<file path="src/rtl/logic_gate_unit.sv">
// logic_gate_unit: registered bitwise gate with burst accumulation and a valid/ready result register.
// Optional macro LOGIC_GATE_PARITY_EN adds c_par, the XOR-reduction of the value held in c.
module logic_gate_unit #(
  parameter int WIDTH     = 8,
  parameter int MAX_BEATS = 16
) (
  input  logic             clk,
  input  logic             rst,
  input  logic             in_valid,
  output logic             in_ready,
  input  logic [2:0]       op,
  input  logic [WIDTH-1:0] a,
  input  logic [WIDTH-1:0] b,
  input  logic             acc_en,
  input  logic             last,
  output logic             out_valid,
  input  logic             out_ready,
  output logic [WIDTH-1:0] c,
  output logic [7:0]       beats,
  output logic             trunc
`ifdef LOGIC_GATE_PARITY_EN
  ,
  output logic             c_par
`endif
);

  typedef enum logic [1:0] {IDLE, ACC, HOLD} state_t;

  state_t           state;
  logic [WIDTH-1:0] acc;
  logic [7:0]       count;
  logic             accept;
  logic             load_c;
  logic             in_acc;
  logic [WIDTH-1:0] fresh_res;
  logic [WIDTH-1:0] fold_res;
  logic [WIDTH-1:0] load_val;
  logic [7:0]       count_inc;

  function automatic logic [WIDTH-1:0] gate_f(input logic [2:0] sel,
                                              input logic [WIDTH-1:0] x,
                                              input logic [WIDTH-1:0] y);
    logic [WIDTH-1:0] r;
    case (sel)
      3'd0:    r = x & y;
      3'd1:    r = x | y;
      3'd2:    r = x ^ y;
      3'd3:    r = ~(x & y);
      3'd4:    r = ~(x | y);
      3'd5:    r = ~(x ^ y);
      3'd6:    r = ~x;
      default: r = x;
    endcase
    return r;
  endfunction

  assign in_ready  = (state != HOLD) | out_ready;
  assign out_valid = (state == HOLD);
  assign accept    = in_valid & in_ready;
  assign in_acc    = (state == ACC);
  assign fresh_res = gate_f(op, a, b);
  assign fold_res  = gate_f(op, acc, b);
  assign count_inc = count + 8'd1;
  assign load_val  = in_acc ? fold_res : fresh_res;

  // Inside a burst a beat closes it on last or on reaching MAX_BEATS; otherwise a beat
  // produces a result unless it opens a multi-beat burst.
  assign load_c = accept & (in_acc ? (last | (count_inc == 8'(MAX_BEATS)))
                                   : (~acc_en | last));

  always_ff @(posedge clk) begin
    if (rst) begin
      state <= IDLE;
      c     <= '0;
      beats <= 8'd0;
      trunc <= 1'b0;
      acc   <= '0;
      count <= 8'd0;
    end else begin
      if (load_c) begin
        c     <= load_val;
        beats <= in_acc ? count_inc : 8'd1;
        trunc <= in_acc & ~last;
        state <= HOLD;
      end else if (accept) begin
        state <= ACC;
      end else if ((state == HOLD) && out_ready) begin
        state <= IDLE;
      end

      // A HOLD-state beat is handled exactly like an IDLE beat, so only ACC folds.
      if (accept) begin
        if (in_acc) begin
          acc   <= fold_res;
          count <= count_inc;
        end else if (acc_en) begin
          acc   <= fresh_res;
          count <= 8'd1;
        end
      end
    end
  end

`ifdef LOGIC_GATE_PARITY_EN
  always_ff @(posedge clk) begin
    if (rst) begin
      c_par <= 1'b0;
    end else if (load_c) begin
      c_par <= ^load_val;
    end
  end
`endif

endmodule
</file>
<file path="config.mk">
export PLATFORM = sky130hd
export DESIGN_NAME = logic_gate_unit
export DESIGN_NICKNAME = d
export VERILOG_FILES = /design/src/rtl/logic_gate_unit.sv
export SDC_FILE = /design/constraint.sdc
export NUM_CORES = 1
export LEC_CHECK = 0
export ABC_AREA = 1
export CORE_MARGIN = 2
export CORE_UTILIZATION = 57
export CTS_CLUSTER_SIZE = 24
export DETAILED_ROUTE_END_ITERATION = 7
export GPL_TIMING_DRIVEN = 1
export PLACE_DENSITY_LB_ADDON = 0.3
export RECOVER_POWER = 25
export REMOVE_ABC_BUFFERS = 1
export SYNTH_ARGS = -nofsm -noshare
export SYNTH_HDL_FRONTEND = slang
export SYNTH_SLANG_ARGS = --single-unit
</file>
<file path="constraint.sdc">
create_clock -name clk -period 2.2 [get_ports clk]
set_clock_uncertainty 0.05 [all_clocks]
set_input_delay 0.55 -clock clk [delete_from_list [all_inputs] [get_ports clk]]
set_output_delay 0.55 -clock clk [all_outputs]
set_load 0.1 [all_outputs]
</file>
==> results.toml, run 1 <==
[setup_path]
worst_setup_path_end_kind = "flip-flop"
critical_path.startpoint = "op[0]"
r2r-start = "count[1]"
timing.critical_path.arrival_ns = 2.15
required_ns = 2.33
worst-r2r-cell-count = 11
maximum_net_fanout_on_the_critical_path = 10
worst-setup-path-type = "input port to flip-flop"
timing.critical_path.from_type = "input port"

[synthesis]
post_synthesis_adder_cell_area_fraction_pct = 11.5
avgSynthCellArea_sq_um = 5.92
synthMuxAreaShare_pct = 0
cell_area_after_technology_mapping_sq_um = 3590
synth-seq-cells = 35
synth-xor-area-share_pct = 0
synth_largest_type_area_fraction_pct = 19.5
synthDistinctLibCells = 22
synth_simple_gate_area_share_pct = 47.3
synth_top_family_by_area = "simple AND/OR/NAND/NOR gates"
yosysWarningCount = 0
synth_area_in_compound_gates_pct = 8.44
ys_top_cells_by_area = "sky130_fd_sc_hd__dfxtp_1, sky130_fd_sc_hd__nand2_1, sky130_fd_sc_hd__ha_1"
synthCells = 606
library_cell_occupying_the_most_area_in_the_post_synthesis_netlist = "sky130_fd_sc_hd__dfxtp_1"
synth-seq-area-share_pct = 19.5

[global_route]
largest_net_degree_at_the_start_of_global_routing = 35
via_count_of_the_first_global_routing_pass = 4041
global_route.usage.total_pct = 28.2
grt_antenna_before_repair = 0
overflow = 0
grt_pass1_wl_um = 16800

[layout]
final_net_count = 718
postLayoutCellArea_sq_um = 4390
layout_commonest_cell = "sky130_fd_sc_hd__nand2_1"
final_layout_size_suffix_gt1_share_pct = 13.8
syn_to_final_growth_pct = 22.3
multiInputGateArea_sq_um = 2420
regArea_sq_um = 701
antenna_cells = 0
most-common-layout-cells = "sky130_fd_sc_hd__nand2_1, sky130_fd_sc_hd__inv_1, sky130_fd_sc_hd__nand3_1"
layout.cells.non_filler = 736
filler_cell_count = 475

[die]
fp-row-count = 28
die-width_um = 83.3
io_pins = 44
fp.coreArea_sq_um = 5990
dieArea_sq_um = 6940
start_util_pct = 59.9
die_height_um = 83.3

[place]
port_buffers = 43
place.gp.congestion = 0.878
dpl_cell_area_sq_um = 4320
dp_cells = 728
place.detailed.hpwl_um = 7010

[timing]
setup_viol = 0
final.setup.tns_ns = 0
rsz0062_at_grt = "no"
fmax_mhz = 495
final.period_utilization_pct = 91.8
finalHoldViolCount = 0
minimum_clock_period_ns = 2.02
slew_headroom_pct = 63.8
tightestPinTransition_ns = 0.546
timing.final.max_slew_violations = 0

[power_and_ir_drop]
vdd_ir_drop_max_v = 0.000445
power-per-cell-area_nw_per_um2 = 475
power_mw = 2.09
leakage_nw = 2.31

[cts]
ctsRootBufferMaster = "sky130_fd_sc_hd__clkbuf_8"
cts_hold_bufs = 0
clkSinkCount = 35
tritoncts = "built"
cts_post_setup_buffers_inserted = 0
clkLatencyLatePin_ns = 0.29
ctsHtreeMaxLevel = 2
reg_clk_slew_reported_paths_ns = 0.07
cts_max_path_buffers = 2
cts_made_buffers = 5

[detailed_routing]
finalWirelength_um = 9840
drt_first_pass_iters = 5
route.detailed.vias_per_inst = 5.62
routed_wire_length_per_instance_um = 13.4
dr.first_iter.drc_count = 338
drtAntennaViolNets = 0
detail_route.drc_violations = 0
dr_total_vias = 4135

[hold_path]
whs_path_depth = 2
hold_path_class = "flip-flop to flip-flop"
min_from = "beats[6]"

[job]
max-cap-violations = 0

[status]
outcome = "complete, no violations"
==> state kept, by name, summed over array words and instances, names as in the netlist <==
| name | count |
|---|---|
| acc | 8 |
| beats | 8 |
| c | 8 |
| count | 8 |
| state | 2 |
| trunc | 1 |
==> power by group <==
group	internal [mW]	leakage [nW]	switching (mW)	total [mW]
clock network	0.222	0.0422	0.236	0.458
registers	0.679	0.288	0.0261	0.705
logic	0.306	1.98	0.616	0.922
total	1.21	2.31	0.878	2.09
==> final timing paths <==
kind | end | slack [ns]
worst max-delay path | acc[6] | 0.18
worst min-delay path | beats[6] | 0.42
worst max register to register | trunc | 0.24
worst min register to register | beats[6] | 0.42
==> cell families (layout without fill, tap and decap cells) <==
family / Yosys count / count (layout)
simple gates: 367 / 367
buf+inv: 116 / 171
flops: 35 / 35
compound gates: 55 / 55
fa+ha+maj: 33 / 33
==> per-layer routing <==
metal  vias to the layer above  share of wire, %  GRT usage [%]
met5                         -                 0              0
met4                         0               1.3           11.5
met3                        18               6.4           4.47
met2                       178                51           51.5
met1                      1872                42           32.4
li1                       2067                 -              -
==> repair_timing <==
action | in CTS | in global routing
hold endpoints to repair | 0 | 0
resized for setup | 0 | 4
endpoints found under the setup margin | 0 | 4
==> synth_stat cells <==
master / n
sky130_fd_sc_hd__nand4_1: 34
sky130_fd_sc_hd__o21ai_0: 9
sky130_fd_sc_hd__nand2_1: 153
sky130_fd_sc_hd__inv_1: 76
sky130_fd_sc_hd__buf_1: 3
sky130_fd_sc_hd__nor2_1: 67
sky130_fd_sc_hd__a21oi_4: 2
sky130_fd_sc_hd__buf_2: 19
sky130_fd_sc_hd__buf_4: 2
sky130_fd_sc_hd__ha_1: 33
sky130_fd_sc_hd__nand3_2: 3
sky130_fd_sc_hd__buf_6: 1
sky130_fd_sc_hd__nand3b_1: 22
sky130_fd_sc_hd__a21oi_1: 42
sky130_fd_sc_hd__nand3_1: 69
sky130_fd_sc_hd__dfxtp_1: 35
sky130_fd_sc_hd__nand2_2: 4
sky130_fd_sc_hd__o211ai_1: 2
sky130_fd_sc_hd__nor3_1: 1
sky130_fd_sc_hd__clkbuf_1: 13
sky130_fd_sc_hd__clkinv_1: 2
sky130_fd_sc_hd__nor2_2: 14
==> per-stage QoR <==
| stage | utilization [%] | worst slack [ns] | hold WS [ns] |
|---|---|---|---|
| after detailed placement | 72.2 | -0.148 | 0.409 |
| after global placement | 72.2 | -0.0826 | 0.403 |
| after floorplan | - | -2.05 | 0.398 |
| after global routing | 73.2 | 0.0358 | 0.451 |
| after CTS | 73.5 | 0.146 | 0.425 |
| final | 73.2 | 0.181 | 0.417 |
==> area by class of cell <==
class	instances	area share (%)
clock buffers	7	1.74
multi-input cells	455	55.3
inverters	78	6.67
clock inverters	1	0.114
well taps	75	2.14
flip-flops and latches	35	16.0
repair buffers	85	18.1
==> critical path: stages <==
cell and delay [ns]:
sky130_fd_sc_hd__clkdlybuf4s50_1 0.47, sky130_fd_sc_hd__inv_1 0.19, sky130_fd_sc_hd__nor2_4 0.06, sky130_fd_sc_hd__buf_4 0.19, sky130_fd_sc_hd__nand3b_1 0.09, sky130_fd_sc_hd__nand2_1 0.06
sky130_fd_sc_hd__nor2_1 0.08, sky130_fd_sc_hd__nand2_1 0.06, sky130_fd_sc_hd__nand2_1 0.06, sky130_fd_sc_hd__nand2_1 0.09, sky130_fd_sc_hd__o21ai_0 0.21, sky130_fd_sc_hd__inv_1 0.06
No activity file was read; power rests on OpenSTA's default activity.
==> inputs of run 2 (changes only) <==
CORE_UTILIZATION = 45   (was 57)
==> results.toml, run 2 (synthesis gave the netlist of run 1 again) <==
[status]
outcome = "complete, no violations"

[setup_path]
worst_setup_path_end_kind = "flip-flop"
timing.critical_path.arrival_ns = 2.22
worst-r2r-cell-count = 11
r2r-start = "count[1]"
required_ns = 2.38
critical_path.startpoint = "op[1]"
r2r-end = "trunc"
maximum_net_fanout_on_the_critical_path = 12
worst-setup-path-type = "input port to flip-flop"
critical_path.endpoint = "c[4]"
timing.reg2reg.setup_slack_ns = 0.25
timing.critical_path.from_type = "input port"

[layout]
layout_commonest_cell = "sky130_fd_sc_hd__nand2_1"
final_net_count = 722
final_layout_size_suffix_gt1_share_pct = 14.1
filler_cell_count = 754
most-common-layout-cells = "sky130_fd_sc_hd__nand2_1, sky130_fd_sc_hd__inv_1, sky130_fd_sc_hd__nand3_1"
antenna_cells = 0
syn_to_final_growth_pct = 23.8
utilization_pct = 57.5

[global_route]
largest_net_degree_at_the_start_of_global_routing = 38
grt_antenna_before_repair = 0
overflow = 0
via_count_of_the_first_global_routing_pass = 3843
grt_pass1_wl_um = 16800
global_route.usage.total_pct = 23.3

[timing]
fmax_mhz = 489
finalHoldViolCount = 0
minimum_clock_period_ns = 2.04
timing.final.max_slew_violations = 0
slew_headroom_pct = 64.0
rsz0062_at_grt = "no"
final.period_utilization_pct = 92.9
setup_viol = 0
worst_slack_ns = 0.157
tightestPinTransition_ns = 0.543

[die]
die-width_um = 93.3
fp-row-count = 32
die_height_um = 93.3
fp.coreArea_sq_um = 7730
io_pins = 44
dieArea_sq_um = 8700
start_util_pct = 46.4

[cts]
tritoncts = "built"
ctsHtreeMaxLevel = 2
ctsRootBufferMaster = "sky130_fd_sc_hd__clkbuf_8"
clkLatencyLatePin_ns = 0.29
cts_made_buffers = 5
clkSinkCount = 35
reg_clk_slew_reported_paths_ns = 0.07
cts_max_path_buffers = 2

[power_and_ir_drop]
fraction_of_power_spent_switching_nets_pct = 42.0
share_seq_of_total_power_pct = 33.7
power_mw = 2.09
pwr-share-clk_pct = 22.2
comb_power_share_pct = 44.1
vdd_ir_drop_max_v = 0.000390
power-per-cell-area_nw_per_um2 = 471
p_sw_mw = 0.878
p_int_mw = 1.21
leakage_nw = 2.32

[detailed_routing]
drtAntennaViolNets = 0
drt_first_pass_iters = 7
detail_route.drc_violations = 0
finalWirelength_um = 9900
routed_wire_length_per_instance_um = 12.9
dr_total_vias = 4085
route.detailed.vias_per_inst = 5.33
dr.first_iter.drc_count = 343

[hold_path]
hold_path_class = "flip-flop to flip-flop"

[place]
place.detailed.hpwl_um = 7010
port_buffers = 43
dpl_worst_slack_ns = -0.150
place.gp.congestion = 0.822

[job]
max-cap-violations = 0
[run 2: cell count changes in the layout (fill, tap and decap cells not counted)]
cell	delta
sky130_fd_sc_hd__buf_4	+4
sky130_fd_sc_hd__clkdlybuf4s50_1	+1
sky130_fd_sc_hd__dlymetal6s2s_1	-1
sky130_fd_sc_hd__nor2_1	+1
sky130_fd_sc_hd__nor2_4	-1
[run 2: repair_timing]
item | in CTS | in global routing
buffers inserted | 0 | 0
setup endpoints to repair | 0 | 1
hold buffers | 0 | 0
resized for setup | 0 | 1
[run 2: worst min-delay path by stage]
stage / startpoint / end / cells past startpoint
global route: beats[6] / beats[6] / 2
floorplan: count[7] / count[7] / 2
detailed placement: beats[5] / beats[5] / 2
CTS: beats[5] / beats[5] / 2
global placement: beats[5] / beats[5] / 2
finish: beats[5] / beats[5] / 2
[run 2: through the flow]
step | TNS, ns | cells | hold slack (ns) | area, sq um
6_report | 0 | 767 | 0.418 | 4440
5_1_grt | 0 | 767 | 0.460 | 4440
4_1_cts | 0 | 767 | 0.429 | 4470
3_5_place_dp | -1.37 | 759 | 0.412 | 4390
3_3_place_gp | -0.801 | 759 | 0.407 | 4390
2_1_floorplan | -68.17 | 568 | 0.398 | 3410
[run 2: critical path, stage by stage]
cell and delay (ns):
sky130_fd_sc_hd__clkdlybuf4s50_1 0.60, sky130_fd_sc_hd__buf_4 0.24, sky130_fd_sc_hd__buf_12 0.15, sky130_fd_sc_hd__nand4_1 0.10
sky130_fd_sc_hd__nand2_1 0.08, sky130_fd_sc_hd__nor2_1 0.04, sky130_fd_sc_hd__nand2_1 0.06, sky130_fd_sc_hd__nand2_1 0.06
sky130_fd_sc_hd__nand2_1 0.08, sky130_fd_sc_hd__inv_1 0.04, sky130_fd_sc_hd__nand3_1 0.07, sky130_fd_sc_hd__nand2_1 0.07
sky130_fd_sc_hd__nor2_2 0.08
[run 2: power by group through the flow]
| stage | Combinational, mW | Clock (mW) | Sequential [mW] |
|---|---|---|---|
| detailed placement | 0.928 | 0 | 0.720 |
| floorplan | 0.402 | 0 | 0.908 |
| global placement | 0.907 | 0 | 0.719 |
| finish | 0.922 | 0.464 | 0.706 |
| global route | 1.01 | 0.502 | 0.711 |
| CTS | 0.932 | 0.475 | 0.707 |
[run 2: routing by layer]
layer | GRT usage, % | routed length (um)
met5 | 0 | 0
met4 | 6.37 | 119
met3 | 2.58 | 556
met2 | 41.5 | 4840
met1 | 29.6 | 4390
[run 2: cell type report]
class | instances | area, sq um | area share, %
repair buffers | 89 | 821 | 18.5
inverters | 78 | 293 | 6.59
clock inverters | 1 | 5.00 | 0.113
well taps | 102 | 128 | 2.87
clock buffers | 7 | 76.3 | 1.72
multi-input cells | 455 | 2420 | 54.4
flip-flops and latches | 35 | 701 | 15.8
